`src/rtl/pipeline_trace_monitor_pkg.sv`:
```
`default_nettype none
// ============================================================================
// Package  : pipeline_trace_monitor_pkg
// Brief    : Shared FSM encoding and snapshot record sizing for the monitor.
// Revision : 1.0 - initial release
// ============================================================================
package pipeline_trace_monitor_pkg;

    typedef logic [1:0] state_t;

    localparam state_t c_st_idle = 2'd0;
    localparam state_t c_st_run  = 2'd1;
    localparam state_t c_st_done = 2'd2;

    localparam int c_drop_w = 16;

    // Snapshot record: {cycle, pc, channels, last}
    function automatic int snap_width(input int cnt_w, input int data_w, input int num_ch);
        return cnt_w + data_w + num_ch * data_w + 1;
    endfunction

endpackage
`default_nettype wire

```
`src/rtl/pipeline_trace_monitor_trace_fifo.sv`:
```
`default_nettype none
// ============================================================================
// Module   : pipeline_trace_monitor_trace_fifo
// Brief    : Synchronous FIFO with a registered head; accepts a push while
//            full when the head is popped on the same edge.
// Revision : 1.0 - initial release
// ============================================================================
module pipeline_trace_monitor_trace_fifo #(
    parameter int WIDTH = 8,
    parameter int DEPTH = 8
) (
    input  logic             clk,
    input  logic             rst_n,
    input  logic             push,
    input  logic [WIDTH-1:0] din,
    input  logic             pop,
    output logic             full,
    output logic             head_valid,
    output logic [WIDTH-1:0] head_data
);

    localparam int c_aw = $clog2(DEPTH);
    localparam int c_cw = $clog2(DEPTH + 1);

    logic [WIDTH-1:0] r_mem [DEPTH];
    logic [c_aw-1:0]  r_wr_ptr;
    logic [c_aw-1:0]  r_rd_ptr;
    logic [c_cw-1:0]  r_count;
    logic             r_head_valid;
    logic [WIDTH-1:0] r_head_data;

    logic             w_full;
    logic             w_pop;
    logic             w_push;
    logic [c_aw-1:0]  w_rd_next;
    logic [c_cw-1:0]  w_cnt_after_pop;
    logic [c_cw-1:0]  w_cnt_next;

    assign w_full          = (r_count == c_cw'(DEPTH));
    assign w_pop           = pop && r_head_valid;
    assign w_push          = push && (!w_full || w_pop);
    assign w_rd_next       = w_pop ? r_rd_ptr + c_aw'(1) : r_rd_ptr;
    assign w_cnt_after_pop = r_count - c_cw'(w_pop);
    assign w_cnt_next      = w_cnt_after_pop + c_cw'(w_push);

    always_ff @(posedge clk) begin
        if (w_push) begin
            r_mem[r_wr_ptr] <= din;
        end
    end

    always_ff @(posedge clk or negedge rst_n) begin
        if (!rst_n) begin
            r_wr_ptr     <= '0;
            r_rd_ptr     <= '0;
            r_count      <= '0;
            r_head_valid <= 1'b0;
            r_head_data  <= '0;
        end else begin
            if (w_push) begin
                r_wr_ptr <= r_wr_ptr + c_aw'(1);
            end
            r_rd_ptr     <= w_rd_next;
            r_count      <= w_cnt_next;
            r_head_valid <= (w_cnt_next != '0);
            // Head only moves when consumed or empty; an empty queue bypasses din.
            if (w_pop || !r_head_valid) begin
                r_head_data <= (w_cnt_after_pop == '0) ? din : r_mem[w_rd_next];
            end
        end
    end

    assign full       = w_full;
    assign head_valid = r_head_valid;
    assign head_data  = r_head_data;

endmodule
`default_nettype wire

```
`src/rtl/pipeline_trace_monitor.sv`:
```
`default_nettype none
// ============================================================================
// Module   : pipeline_trace_monitor
// Brief    : Cycle counter, periodic PC/register sampler and end-of-program
//            (stall or cycle budget) detector feeding a trace FIFO.
// Revision : 1.0 - initial release
// ============================================================================
module pipeline_trace_monitor
    import pipeline_trace_monitor_pkg::*;
#(
    parameter int DATA_W      = 32,
    parameter int NUM_CH      = 4,
    parameter int DEPTH       = 8,
    parameter int CNT_W       = 32,
    parameter int STALL_LIMIT = 16,
    parameter int MAX_CYCLES  = 100000
) (
    input  logic                     clk,
    input  logic                     rst_n,
    input  logic                     enable,
    input  logic [DATA_W-1:0]        pc_in,
    input  logic [NUM_CH*DATA_W-1:0] ch_data,
    input  logic [CNT_W-1:0]         sample_period,
    output logic                     trace_valid,
    input  logic                     trace_ready,
    output logic [CNT_W-1:0]         trace_cycle,
    output logic [DATA_W-1:0]        trace_pc,
    output logic [NUM_CH*DATA_W-1:0] trace_data,
    output logic                     trace_last,
    output logic [c_drop_w-1:0]      drop_count,
    output logic [CNT_W-1:0]         cycle_count,
    output logic                     halted,
    output logic                     timeout
);

    localparam int c_snap_w  = snap_width(CNT_W, DATA_W, NUM_CH);
    localparam int c_stall_w = $clog2(STALL_LIMIT + 1);
    localparam logic [CNT_W-1:0]     c_cycle_last = CNT_W'(MAX_CYCLES - 1);
    localparam logic [c_stall_w-1:0] c_stall_hit  = c_stall_w'(STALL_LIMIT - 1);

    state_t                  r_state;
    state_t                  w_state_next;
    logic [CNT_W-1:0]        r_cycle;
    logic [CNT_W-1:0]        r_phase;
    logic [CNT_W-1:0]        r_period;
    logic [DATA_W-1:0]       r_last_pc;
    logic [c_stall_w-1:0]    r_stall;
    logic                    r_halted;
    logic                    r_timeout;
    logic                    r_final_pend;
    logic [c_drop_w-1:0]     r_drop;

    logic                    w_active;
    logic                    w_push_final;
    logic                    w_pc_eq;
    logic [c_stall_w-1:0]    w_stall_next;
    logic                    w_halt_hit;
    logic                    w_time_hit;
    logic                    w_done_hit;
    logic [CNT_W-1:0]        w_req_p;
    logic [CNT_W-1:0]        w_cur_p;
    logic [CNT_W-1:0]        w_phase_next;
    logic                    w_push_periodic;
    logic                    w_push;
    logic [c_snap_w-1:0]     w_snap;
    logic [c_snap_w-1:0]     w_head;
    logic                    w_full;
    logic                    w_pop;
    logic                    w_drop;

    always_ff @(posedge clk or negedge rst_n) begin
        if (!rst_n) begin
            r_state <= c_st_idle;
        end else begin
            r_state <= w_state_next;
        end
    end

    always_comb begin
        w_state_next = r_state;
        case (r_state)
            c_st_idle: if (enable) w_state_next = c_st_run;
            c_st_run: begin
                if (!enable) begin
                    w_state_next = c_st_idle;
                end else if (w_done_hit) begin
                    w_state_next = c_st_done;
                end
            end
            c_st_done: w_state_next = c_st_done;
            default:   w_state_next = c_st_idle;
        endcase
    end

    always_comb begin
        w_active     = 1'b0;
        w_push_final = 1'b0;
        case (r_state)
            c_st_run:  w_active     = enable;
            c_st_done: w_push_final = r_final_pend;
            default: ;
        endcase
    end

    assign w_pc_eq      = (pc_in == r_last_pc);
    assign w_stall_next = w_pc_eq ? r_stall + c_stall_w'(1) : '0;
    assign w_halt_hit   = w_active && w_pc_eq && (w_stall_next == c_stall_hit);
    assign w_time_hit   = w_active && (r_cycle == c_cycle_last);
    assign w_done_hit   = w_halt_hit || w_time_hit;

    // A new period is only picked up at phase 0, so mid-period writes wait for the wrap.
    assign w_req_p         = (sample_period == '0) ? CNT_W'(1) : sample_period;
    assign w_cur_p         = (r_phase == '0) ? w_req_p : r_period;
    assign w_phase_next    = (r_phase >= w_cur_p - CNT_W'(1)) ? '0 : r_phase + CNT_W'(1);
    assign w_push_periodic = w_active && (r_phase == '0);

    // The final record is pushed on the first DONE edge, so the sample taken on the
    // terminating RUN edge is still kept.
    assign w_push = w_push_final || w_push_periodic;
    assign w_snap = w_push_final ? {r_cycle, r_last_pc, ch_data, 1'b1}
                                 : {r_cycle, pc_in,     ch_data, 1'b0};

    assign w_pop  = trace_valid && trace_ready;
    assign w_drop = w_push && w_full && !w_pop;

    always_ff @(posedge clk or negedge rst_n) begin
        if (!rst_n) begin
            r_cycle      <= '0;
            r_phase      <= '0;
            r_period     <= '0;
            r_last_pc    <= '0;
            r_stall      <= '0;
            r_halted     <= 1'b0;
            r_timeout    <= 1'b0;
            r_final_pend <= 1'b0;
            r_drop       <= '0;
        end else begin
            if (w_active) begin
                if (r_cycle != '1) begin
                    r_cycle <= r_cycle + CNT_W'(1);
                end
                r_phase <= w_phase_next;
                if (r_phase == '0) begin
                    r_period <= w_req_p;
                end
                r_last_pc <= pc_in;
                r_stall   <= w_stall_next;
                if (w_halt_hit) begin
                    r_halted <= 1'b1;
                end
                if (w_time_hit) begin
                    r_timeout <= 1'b1;
                end
                if (w_done_hit) begin
                    r_final_pend <= 1'b1;
                end
            end
            if (w_push_final) begin
                r_final_pend <= 1'b0;
            end
            if (w_drop && (r_drop != '1)) begin
                r_drop <= r_drop + c_drop_w'(1);
            end
        end
    end

    pipeline_trace_monitor_trace_fifo #(
        .WIDTH (c_snap_w),
        .DEPTH (DEPTH)
    ) u_trace_fifo (
        .clk        (clk),
        .rst_n      (rst_n),
        .push       (w_push),
        .din        (w_snap),
        .pop        (trace_ready),
        .full       (w_full),
        .head_valid (trace_valid),
        .head_data  (w_head)
    );

    assign trace_cycle = w_head[c_snap_w-1 -: CNT_W];
    assign trace_pc    = w_head[c_snap_w-1-CNT_W -: DATA_W];
    assign trace_data  = w_head[NUM_CH*DATA_W:1];
    assign trace_last  = w_head[0];
    assign drop_count  = r_drop;
    assign cycle_count = r_cycle;
    assign halted      = r_halted;
    assign timeout     = r_timeout;

endmodule
`default_nettype wire

```
`config.mk`:
```
export PLATFORM = sky130hd
export DESIGN_NAME = pipeline_trace_monitor
export DESIGN_NICKNAME = d
export VERILOG_FILES = /design/src/rtl/pipeline_trace_monitor_pkg.sv /design/src/rtl/pipeline_trace_monitor_trace_fifo.sv /design/src/rtl/pipeline_trace_monitor.sv
export SDC_FILE = /design/constraint.sdc
export NUM_CORES = 2
export LEC_CHECK = 0
export CAP_MARGIN = 20
export CELL_PAD_IN_SITES_DETAIL_PLACEMENT = 2
export CELL_PAD_IN_SITES_GLOBAL_PLACEMENT = 2
export CORE_MARGIN = 2
export CORE_UTILIZATION = 44
export DETAILED_ROUTE_END_ITERATION = 10
export GPL_TIMING_DRIVEN = 0
export PLACE_DENSITY_LB_ADDON = 0.1
export SLEW_MARGIN = 40
export SYNTH_ARGS = -nofsm -noshare
export SYNTH_HDL_FRONTEND = slang
export SYNTH_SLANG_ARGS = --single-unit
```
`constraint.sdc`:
```
create_clock -name clk -period 30.2 [get_ports clk]
set_input_delay 6.04 -clock clk [delete_from_list [all_inputs] [get_ports clk]]
set_output_delay 6.04 -clock clk [all_outputs]
set_load 0.005 [all_outputs]
```
==> results.yml <==
timing:
  max_freq_mhz: 85.8
  timing.final.ws_setup_ns: 18.54
  final_max_slew_viol_count: 0
  skew_ns: 0.0354
  layout_worst_path_cycle_share: 0.386
  finalCriticalPeriod_ns: 11.66
  setup_viol: 0
  fin_setup_tns_ns: 0
  finalHoldViolations: 0
  worst_slew_pin_slew_ns: 0.881
  rsz0062_at_grt: "false"
  worst_slew_margin_rel: 0.412
drt:
  route.vias.total: 49040
  drt-pass1-iter-count: 7
  routed_wire_length_per_instance_microns: 32.7
  first_iter_violations: 4211
  post-route-drc-count: 0
  postRouteAntennaNets: 0
  routed_via_density: 6.02
  final_routed_wirelength_mm: 266
synth:
  synth-main-ff-cell: "sky130_fd_sc_hd__edfxtp_1"
  mappedNetlistArea_sq_um: 75400
  netlist_instances: 4749
  synth_nets: 4989
  library_cells_used_by_synthesis: 67
  synth_edf_count: 1544
  synth_seq_area_share: 0.733
  synth.ff_latch_count: 1902
  asyncSetResetFlopFracSynth: 0.188
  synthesis.area_per_instance_sq_um: 15.9
  yosys_warnings: 0
pwr:
  power.share.switching: 0.372
  combinationalPowerShare: 0.380
  seq_power_share: 0.348
  max-vdd-ir-drop_mv: 0.0744
  power_leakage_nw: 33.0
  switchingPower_mw: 3.39
  clock_group_share_of_total_power: 0.272
  internal_power_mw: 5.72
  power-per-cell-area_nw_per_um2: 98.9
die:
  die_width_microns: 418
  floorplan.io_pins: 440
  design.core.area_sq_um: 170000
  die_area_sq_um: 175000
  fp.dieH_microns: 418
  starting_density_of_the_core: 0.444
  fp-row-count: 151
worst_setup_path:
  worstSetupPathType: "in2reg"
  cp_data_arrival_time_ns: 12.35
  crit_slowest_cell: "sky130_fd_sc_hd__clkdlybuf4s50_1"
  slowest_stage_delay_cp_ns: 0.60
  timing.critical_path.from_type: "input pin"
  crit_family: "simple AND/OR/NAND/NOR gates"
  path_cells: "clkdlybuf4s50_1 -> or4_1 -> nand4b_1 -> nor2_1 -> a21oi_1 -> nor2_1 -> a21oi_1 -> ha_1 -> nor3b_1 -> nand2_1 -> or2_2 -> clkbuf_1 -> nor3_1 -> xor2_1 -> mux2i_1 -> ha_1 -> and4_1 -> o2111ai_1 -> a211oi_1 -> o31a_1 -> clkbuf_1 -> buf_1 -> nor2_1"
  worst-path-buf-inv: 4
  largest_driver_fanout_on_the_critical_path: 10
  critical_path_required_ns: 30.89
  worst_setup_path_end_kind: "flip-flop"
  critical_path.most_common_cell: "sky130_fd_sc_hd__nor2_1"
placed_design:
  pre_cts_setup_slack_ns: 17.74
  port-buffer-count: 439
  place_hpwl_mm: 179
  place_congestion: 0.796
cells_and_area:
  syn_to_final_growth_pct: 22.1
  final_common_cell: "sky130_fd_sc_hd__edfxtp_1"
  layout.cells.most_common_list: "sky130_fd_sc_hd__edfxtp_1 (1544), sky130_fd_sc_hd__nand2_1 (648), sky130_fd_sc_hd__clkdlybuf4s50_1 (438), sky130_fd_sc_hd__dfrtp_1 (358), sky130_fd_sc_hd__clkbuf_1 (237)"
  drive_above_1_share: 0.170
  design.final.nets: 5967
clock_network:
  tritoncts_clock_tree: "done"
  cts_setup_buffers: 0
  cts_htree_levels: 4
  root_buffer: "sky130_fd_sc_hd__clkbuf_16"
  post_cts.resized_instances: 0
  maximum_count_of_clock_buffers_along_a_single_path: 3
  worst_skew_late_latency_ns: 0.86
  clkTransAtPathRegs_ns: 0.06
  cts_buffers: 200
  cts_hold_buf: 0
  cts_num_sinks: 1902
run:
  drv_cap: 0
grt:
  pin_count_of_the_biggest_net_entering_global_routing: 66
  grt_pass1_vias: 54449
  initial_antenna_violation_count: 25
  grt_pass1_wl_mm: 386
  gr-total-overflow: 0
  grt_util_all_layers: 0.303
outcome:
  run_status: "complete, no violations"
worst_hold_path:
  min_path_type: "reg2reg"
==> cells by family after synthesis <==
logic type                 after synthesis  share of synthesized area
AOI/OAI and AO/OA                      865                     0.0722
xor gates and xnor gates               151                     0.0175
adders and majority gates               44                    0.00730
buffers and inverters                  340                     0.0193
DFF                                   1902                      0.733
muxes                                  439                     0.0908
and+or+nand+nor                       1008                     0.0595
==> cells in the mapped netlist, types with 27 or more instances <==
cell	count	area, sq um
sky130_fd_sc_hd__edfxtp_1	1544	46400
sky130_fd_sc_hd__nand2_1	648	2430
sky130_fd_sc_hd__dfrtp_1	358	8960
sky130_fd_sc_hd__o21ai_0	222	1110
sky130_fd_sc_hd__clkbuf_1	215	807
sky130_fd_sc_hd__a21oi_1	214	1070
sky130_fd_sc_hd__mux2i_1	211	2110
sky130_fd_sc_hd__o22ai_1	195	1220
sky130_fd_sc_hd__a32oi_1	193	1690
sky130_fd_sc_hd__mux4_2	193	4350
sky130_fd_sc_hd__nor2_1	99	372
sky130_fd_sc_hd__xnor2_1	77	674
sky130_fd_sc_hd__xor2_1	74	648
sky130_fd_sc_hd__nor3_1	48	240
sky130_fd_sc_hd__ha_1	44	551
sky130_fd_sc_hd__nand3_1	39	195
sky130_fd_sc_hd__nand4_1	38	238
sky130_fd_sc_hd__nor4_1	38	238
sky130_fd_sc_hd__mux2_2	35	394
sky130_fd_sc_hd__inv_1	33	124
sky130_fd_sc_hd__buf_4	32	240
sky130_fd_sc_hd__buf_1	27	101
==> power groups by stage <==
| stage | clock network (mW) | registers, mW | logic [mW] |
|---|---|---|---|
| floorplan | 0 | 3.16 | 1.88 |
| global placement | 0 | 3.21 | 3.22 |
| detailed placement | 0 | 3.22 | 3.40 |
| CTS | 2.51 | 3.17 | 3.48 |
| global route | 2.60 | 3.18 | 3.69 |
| finish | 2.48 | 3.17 | 3.46 |
==> worst register-to-register path: stages (launching register included) <==
cell	delay, ns
sky130_fd_sc_hd__dfrtp_1	0.40
sky130_fd_sc_hd__inv_1	0.10
sky130_fd_sc_hd__ha_1	0.24
sky130_fd_sc_hd__nor4b_2	0.17
sky130_fd_sc_hd__nand4_1	0.22
sky130_fd_sc_hd__or2_1	0.14
sky130_fd_sc_hd__clkbuf_1	0.45
sky130_fd_sc_hd__buf_1	0.56
sky130_fd_sc_hd__clkbuf_1	0.53
sky130_fd_sc_hd__nor2_1	0.12
sky130_fd_sc_hd__a21oi_1	0.32
sky130_fd_sc_hd__ha_1	0.30
sky130_fd_sc_hd__nor3b_1	0.33
sky130_fd_sc_hd__nand2_1	0.26
sky130_fd_sc_hd__or2_2	0.33
sky130_fd_sc_hd__clkbuf_1	0.23
sky130_fd_sc_hd__nor3_1	0.24
sky130_fd_sc_hd__xor2_1	0.19
sky130_fd_sc_hd__mux2i_1	0.11
sky130_fd_sc_hd__ha_1	0.34
sky130_fd_sc_hd__and4_1	0.22
sky130_fd_sc_hd__o2111ai_1	0.14
sky130_fd_sc_hd__a211oi_1	0.56
sky130_fd_sc_hd__o31a_1	0.21
sky130_fd_sc_hd__clkbuf_1	0.45
sky130_fd_sc_hd__buf_1	0.44
sky130_fd_sc_hd__nor2_1	0.13
==> registers in the layout, indices dropped and copies added, names as in the netlist, 2 cells and up <==
signal                  count
r_period                   32
drop_count                 16
u_trace_fifo.r_mem       1544
r_state                     2
r_last_pc                  32
u_trace_fifo.r_count        4
u_trace_fifo.r_wr_ptr       3
u_trace_fifo.r_rd_ptr       3
r_stall                     5
cycle_count                32
u_trace_fifo.head_data    193
r_phase                    32
==> area by class of cell <==
cell class | instances | area [sq um]
antenna | 18 | 45.0
clock inverter | 101 | 822
buffer | 304 | 1380
multi-input combinational | 2507 | 18700
clock buffer | 279 | 5670
inverter | 36 | 135
sequential | 1902 | 55300
timing repair buffer | 776 | 7190
tap | 2218 | 2780
fill | 15258 | 77800
==> worst paths after layout <==
check | slack, ns | from | endpoint | cells past startpoint
max | 18.54 | sample_period[10] | r_phase[12] | 23
min | 0.48 | timeout | timeout | 1
max reg2reg | 22.34 | r_phase[0] | r_phase[12] | 26
min reg2reg | 0.48 | timeout | timeout | 1
max in group asynchronous | 23.23 | rst_n | u_trace_fifo.head_data[21] | 5
min in group asynchronous | 5.10 | rst_n | u_trace_fifo.head_data[134] | 1
==> per-layer routing <==
metal | wire length, microns | vias to the layer above | track usage | part of all wire
met3 | 12100 | 388 | 0.0379 | 0.046
met4 | 9950 | 2 | 0.122 | 0.037
li1 | - | 20541 | - | -
met2 | 137000 | 1647 | 0.525 | 0.52
met5 | 7 | - | 0 | 0.000026
met1 | 107000 | 26462 | 0.387 | 0.40
==> stage by stage <==
step	hold WS, ns	instance area [sq um]	instances	utilization	power [mW]
2_1_floorplan	0.457	75400	4749	-	5.04
3_3_place_gp	0.465	82600	7406	0.486	6.42
3_5_place_dp	0.461	85500	7740	0.503	6.62
4_1_cts	0.484	92000	8120	0.542	9.16
5_1_grt	0.496	92100	8137	0.542	9.47
6_report	0.481	92100	8141	0.542	9.11
(Power assumes the default switching activity.)
